--- src/rtl/gf_reduce_seq.sv ---
// Bit-serial GF(2^DATA_WIDTH) reducer with valid/ready handshakes and integer bypass.
// Optional early termination when the upper half is clear: define GF_REDUCE_EARLY_EXIT_EN.
module gf_reduce_seq #(
  parameter int DATA_WIDTH = 32
) (
  input  logic                    clk,
  input  logic                    rst_n,
  input  logic                    in_valid,
  output logic                    in_ready,
  input  logic                    gf_option,
  input  logic [2*DATA_WIDTH-1:0] prod,
  input  logic [DATA_WIDTH-1:0]   poly,
  output logic                    out_valid,
  input  logic                    out_ready,
  output logic [2*DATA_WIDTH-1:0] out,
  output logic                    busy
);

  localparam int W  = DATA_WIDTH;
  localparam int CW = $clog2(2 * W);

  typedef enum logic [1:0] {
    IDLE,
    REDUCE,
    DONE
  } state_t;

  state_t          state, state_nxt;
  logic [2*W-1:0]  r, r_nxt;
  logic [W:0]      p, p_nxt;
  logic [CW-1:0]   cnt, cnt_nxt;
  logic [2*W-1:0]  p_shift;
  logic            early_exit;

  assign in_ready  = (state == IDLE);
  assign out_valid = (state == DONE);
  assign busy      = (state != IDLE);
  // r is untouched in bypass, so it carries the latched product in both modes
  assign out       = out_valid ? r : '0;

  assign p_shift = {{(W-1){1'b0}}, p} << (cnt - CW'(W));

`ifdef GF_REDUCE_EARLY_EXIT_EN
  // Bits above cnt are already cleared, so the whole upper half stands in for r[cnt:W]
  assign early_exit = (r[2*W-1:W] == '0);
`else
  assign early_exit = 1'b0;
`endif

  always_ff @(posedge clk or negedge rst_n) begin
    if (!rst_n) begin
      state <= IDLE;
      r     <= '0;
      p     <= '0;
      cnt   <= '0;
    end else begin
      state <= state_nxt;
      r     <= r_nxt;
      p     <= p_nxt;
      cnt   <= cnt_nxt;
    end
  end

  always_comb begin
    state_nxt = state;
    r_nxt     = r;
    p_nxt     = p;
    cnt_nxt   = cnt;
    case (state)
      IDLE: begin
        if (in_valid) begin
          r_nxt     = prod;
          p_nxt     = {1'b1, poly};
          cnt_nxt   = CW'(2 * W - 1);
          state_nxt = gf_option ? REDUCE : DONE;
        end
      end
      REDUCE: begin
        if (early_exit) begin
          state_nxt = DONE;
        end else begin
          if (r[cnt]) begin
            r_nxt = r ^ p_shift;
          end
          if (cnt == CW'(W)) begin
            state_nxt = DONE;
          end else begin
            cnt_nxt = cnt - CW'(1);
          end
        end
      end
      DONE: begin
        if (out_ready) begin
          state_nxt = IDLE;
        end
      end
      default: state_nxt = IDLE;
    endcase
  end

endmodule
--- config.mk ---
export PLATFORM = sky130hd
export DESIGN_NAME = gf_reduce_seq
export DESIGN_NICKNAME = d
export VERILOG_FILES = /design/src/rtl/gf_reduce_seq.sv
export SDC_FILE = /design/constraint.sdc
export NUM_CORES = 1
export LEC_CHECK = 0
export ABC_CLOCK_PERIOD_IN_PS = 3500
export CELL_PAD_IN_SITES_DETAIL_PLACEMENT = 2
export CELL_PAD_IN_SITES_GLOBAL_PLACEMENT = 2
export CORE_UTILIZATION = 32
export CTS_BUF_LIST = sky130_fd_sc_hd__clkbuf_8 sky130_fd_sc_hd__clkbuf_16
export DETAILED_ROUTE_END_ITERATION = 16
export PLACE_DENSITY = 0.83
export SLEW_MARGIN = 20
export SYNTH_ARGS = -nofsm -noshare
export SYNTH_HDL_FRONTEND = slang
export SYNTH_SLANG_ARGS = --single-unit
--- constraint.sdc ---
create_clock -name clk -period 3.5 [get_ports clk]
set_input_delay 0.7 -clock clk [delete_from_list [all_inputs] [get_ports clk]]
set_output_delay 0.7 -clock clk [all_outputs]
set_load 0.02 [all_outputs]
Yosys cells after proc, flatten, opt, wreduce, memory -nomap -nowiden:

Cells that the tools add are included.

* memories kept: 0
* ROM bits: 0
* RAM bits: 0
* flip-flop bits (word level): 105
* input bits: 101
* output and inout port bits: 67
* latch bits: 0
* logic and storage cells: 38

* multiply operators: 0
* equality and inequality tests: 8
* bitwise gates (word level): 1
* reduce and logical (&&, ||, !) cells: 7
* div/mod/pow operators: 0
* add/subtract/negate cells: 2
* shift operators: 1
* multiplexer cells: 14
* $lt $le $gt $ge: 1

Operator list (count)
* $mux 64: 3
* $pmux 64 s2: 1
* $shl 33x6->64: 1
* $xor 64x64->64: 1
* $mux 6: 2
* $pmux 6 s2: 1
* $reduce_and 3->1: 3
* $mux 2: 4
* $ne 2x2->1 const B: 4
* $lt 6x7->1 const B: 1
* $bmux 1 s6: 1
* $eq 6x6->1 const B: 1
* $pmux 2 s3: 1
* $sub 6x1->6 const B: 1
* $sub 6x6->6 const B: 1
* $reduce_bool 2->1: 2
* $eq 2x1->1 const B: 1
* $eq 2x2->1 const B: 1
* $logic_not 2->1: 1
* $ne 2x1->1 const B: 1
* $reduce_and 2->1: 1
* $mux 1: 1

Depth between registers and ports, before layout:

* word-level depth: 5
* gate-level depth with buffers: 12

Worst setup path after synthesis:

Ideal clock, no wire load.

* path kind: reg2reg
* start point: reg cnt[0]
* end point: reg r[52]
* arrival: 2.612 ns
* data required time: 3.374 ns
* slack: 0.762 ns
* cell stages (with the launch flop): 10
* period minus slack after synthesis: 2.738 ns
* library setup time: 0.126 ns
* path through: dfrtp_1 -> buf_6 -> buf_12 -> buf_12 -> mux4_2 -> mux4_2 -> and2_4 -> o31ai_4 -> nor2_1 -> a221o_1

* cells in the longest elaborated chain, start to end: 5

Ends and longest elaborated chain
* start, declared: RTL line 31 `logic [CW-1:0] cnt, cnt_nxt;`
* start signal, assigned: RTL line 60 `cnt <= cnt_nxt;`
* $sub 6x6->6: RTL line 41 `assign p_shift = {{(W-1){1'b0}}, p} << (cnt - CW'(W));`
* $shl 33x6->64: RTL line 41
* $xor 64x64->64: RTL line 83 `r_nxt = r ^ p_shift;`
* $mux 64: RTL line 82 `if (r[cnt]) begin`
* $pmux 64 s2: RTL line 69 `case (state)`
* end signal, assigned: RTL line 58 `r <= r_nxt;`
* end, declared: RTL line 29 `logic [2*W-1:0] r, r_nxt;`

Several ways; a longest one is shown, not always the timed one. The select of a mux whose other input is x is not followed.
A chain may end at the register's enable or synchronous reset.

Worst setup path after layout:

* start point: reg cnt[0]
* end point: reg r[44]

The elaborated chain is that of the path after synthesis.

==> impl_metrics.csv <==
group,metric,value,unit
run_status,status,"finished, final reports clean",
synthesis,avgSynthCellArea,8.497,µm²
synthesis,ys_seq_area_share,28.61,%
clock_network,clkTransAtPathRegs,0.08,ns
setup_path,cp-start-kind,"flip-flop",
cells_and_area,nFillCells,3095,
timing,holdWs,0.1966,ns
synthesis,synth_seq_cells,105,
die,row_count,61,
clock_network,cts_tree,"built",
cells_and_area,num_antenna_cells,0,
setup_path,crit_type,"reg2reg",
timing,max_freq,0.2965,GHz
die,die_h,171.4,µm
timing,drv_slew,0,
power,power,11900,µW
synthesis,yosysMostFrequentCell,"nand2_1",
hold_path,hold_path_class,"in2async",
die,die_area,0.02938,mm²
cells_and_area,drive_gt1_share,12.81,%
timing,skew,0.01028,ns
grt,grt.overflow.total,0,
synthesis,synthDominantCellAreaShare,28.61,%
setup_path,ff2ff_setup_slack,0.13,ns
clock_network,cts_buffers,9,
power,powerDensity,1008,mW/mm²
setup_path,crit_start,"cnt[0]$_DFFE_PN0P_",
synthesis,synthTopCellsByCount,"nand2_1, dfrtp_1, nor2_1",
place,place_ws,0.2286,ns
timing,finalHoldViolations,0,
clock_network,htreeDepth,3,
die,ios,168,
setup_path,path_max_fanout,11,
synthesis,syn_nets,1183,
place,io_buffers,167,
setup_path,worstSetupEndpointType,"flip-flop",
routing,drtIter0Drc,698,
synthesis,synthDistinctLibCells,83,
timing,finalCriticalPeriod,3.372,ns
die,initial_utilization,32.79,%
clock_network,postCtsSetupRepairBufs,0,
routing,wl_per_cell,26.25,µm
grt,grt_pass1_wl,64.55,mm
synthesis,synthTopCellsByArea,"dfrtp_1, nand2_1, mux4_2",
clock_network,cts.path.max_buffers,2,
synthesis,synthCells,1081,
routing,drc,0,
timing,period_share,96.35,%
grt,groute.usage.overall,29.48,%
setup_path,r2r-end,"r[44]$_DFFE_PN0P_",
power,p_leak,0.004806,µW
cells_and_area,regArea,0.002633,mm²
cells_and_area,final_nets,1340,
clock_network,clock_latency,0.37,ns
synthesis,synth-warning-count,0,
timing,finalSetupViolations,0,
synthesis,async_flop_share,100.0,%
setup_path,worstPathRequired,3.77,ns
setup_path,r2r_cells,9,
routing,totalWireLength,42.49,mm
die,die_w,171.4,µm
synthesis,synth_flop_cell,"dfrtp_1",
routing,firstDrtPassIters,5,
clock_network,root_buffer,"clkbuf_16",
setup_path,r2r_start,"cnt[0]$_DFFE_PN0P_",
routing,ant_nets,0,
setup_path,arrival,3.65,ns
clock_network,hold_buffers,0,
cells_and_area,multi_input_area,0.006067,mm²
grt,grt_max_degree,67,
routing,via_per_inst,6.036,
timing,worst_pin_slew,0.8030,ns
timing,tns,0,ns
setup_path,endpoint,"r[44]$_DFFE_PN0P_",
timing,setup_ws,0.1278,ns
timing,maxSlewHeadroom,46.47,%
clock_network,clock-sinks,105,
grt,first_global_vias,10460,
place,hpwl,32.77,mm
run,drv_cap,0,
synthesis,syn_area,0.009185,mm²
routing,num_vias,9772,
die,core-area,0.02801,mm²
synthesis,synth_edf_count,0,
synthesis,yosysTopAreaCell,"dfrtp_1",
cells_and_area,syn_to_final_growth,28.53,%
clock_network,ctsResizeCount,0,
place,routabilityCongestion,0.9317,
grt,grt_antenna_before_repair,0,
power,ir_drop,0.3241,mV
timing,rsz0062_at_grt,"false",
## registers in the layout (all words and copies together) (netlist names)
| name | cells |
|---|---|
| p | 33 |
| r | 64 |
| state | 2 |
| cnt | 6 |
## worst min-delay path by stage
stage                              end  slack, ns  depth (start not counted)
global placement     p[21]$_DFFE_PN0P_       0.52                          2
global route         r[19]$_DFFE_PN0P_       0.21                          1
floorplan           cnt[0]$_DFFE_PN0P_       0.40                          0
finish               r[28]$_DFFE_PN0P_       0.20                          1
CTS                  r[28]$_DFFE_PN0P_       0.20                          1
detailed placement    r[7]$_DFFE_PN0P_       0.53                          1
## worst max-delay path, stage by stage (launching register included)
cell and delay (ns):
dfrtp_4 0.58, buf_4 0.24, mux4_1 0.57, mux2_2 0.29
nor4_1 0.40, or4_1 0.26, and3_1 0.47, buf_4 0.26
o21ai_0 0.10, o211ai_1 0.10
## layer usage
layer	routed length, µm	GRT usage, %	vias to the layer above	part of all wire (%)
met1	18300	38.57	5048	43
li1	-	-	4307	-
met4	1209	10.25	0	2.8
met3	2063	3.405	65	4.9
met2	20920	50.08	352	49
met5	0	0	-	0
## layout by cell type, fill, tap and decap left out, types with 4 or more instances in the layout
cell	instances
a211o_1	5
a211oi_1	6
a21o_1	6
a21oi_1	73
a221o_1	9
a22o_1	6
a22oi_1	10
a2bb2oi_1	5
a31oi_1	26
a32oi_1	4
and2_1	73
buf_12	6
buf_4	67
clkbuf_16	9
clkdlybuf4s50_1	166
dfrtp_1	103
inv_1	17
mux2_2	23
mux2i_1	45
mux4_1	19
mux4_2	25
nand2_1	192
nand2b_1	4
nand3_1	17
nand3b_1	4
nor2_1	83
nor2b_1	9
nor3_1	15
nor4_1	6
o211ai_1	15
o21a_1	6
o21ai_0	54
o21ai_1	4
o221ai_1	10
o22a_1	17
o22ai_1	19
o31ai_1	5
## area by class of cell
type,instances,area share (%)
inverters,17,0.5405
flip-flops and latches,105,22.30
clock buffers,9,1.908
repair buffers,239,19.35
well taps,378,4.006
multi-input cells,866,51.39
clock inverters,5,0.4981
## stage by stage
step	instance area, µm²	util [%]	std cells
3_5_place_dp	11520	41.13	1605
5_1_grt	11810	42.14	1619
2_1_floorplan	9185	-	1081
6_report	11810	42.14	1619
3_3_place_gp	11520	41.13	1605
4_1_cts	11810	42.14	1619
## cell families after synthesis
group / count (synthesis) / share of synthesized area, %
DFF: 105 / 28.61
xor gates and xnor gates: 2 / 0.1907
muxes: 114 / 19.68
adders and majority gates: 1 / 0.1362
AOI/OAI and AO/OA: 317 / 23.85
buffers and inverters: 110 / 5.626
and+or+nand+nor: 432 / 21.90
## power breakdown
part | switching, µW | leakage [µW] | total, µW | internal [µW]
combinational | 4590 | 0.00344 | 8110 | 3520
sequential | 901 | 0.00123 | 2710 | 1810
clock | 522 | 0.000139 | 1070 | 551
(Power assumes the default switching activity.)
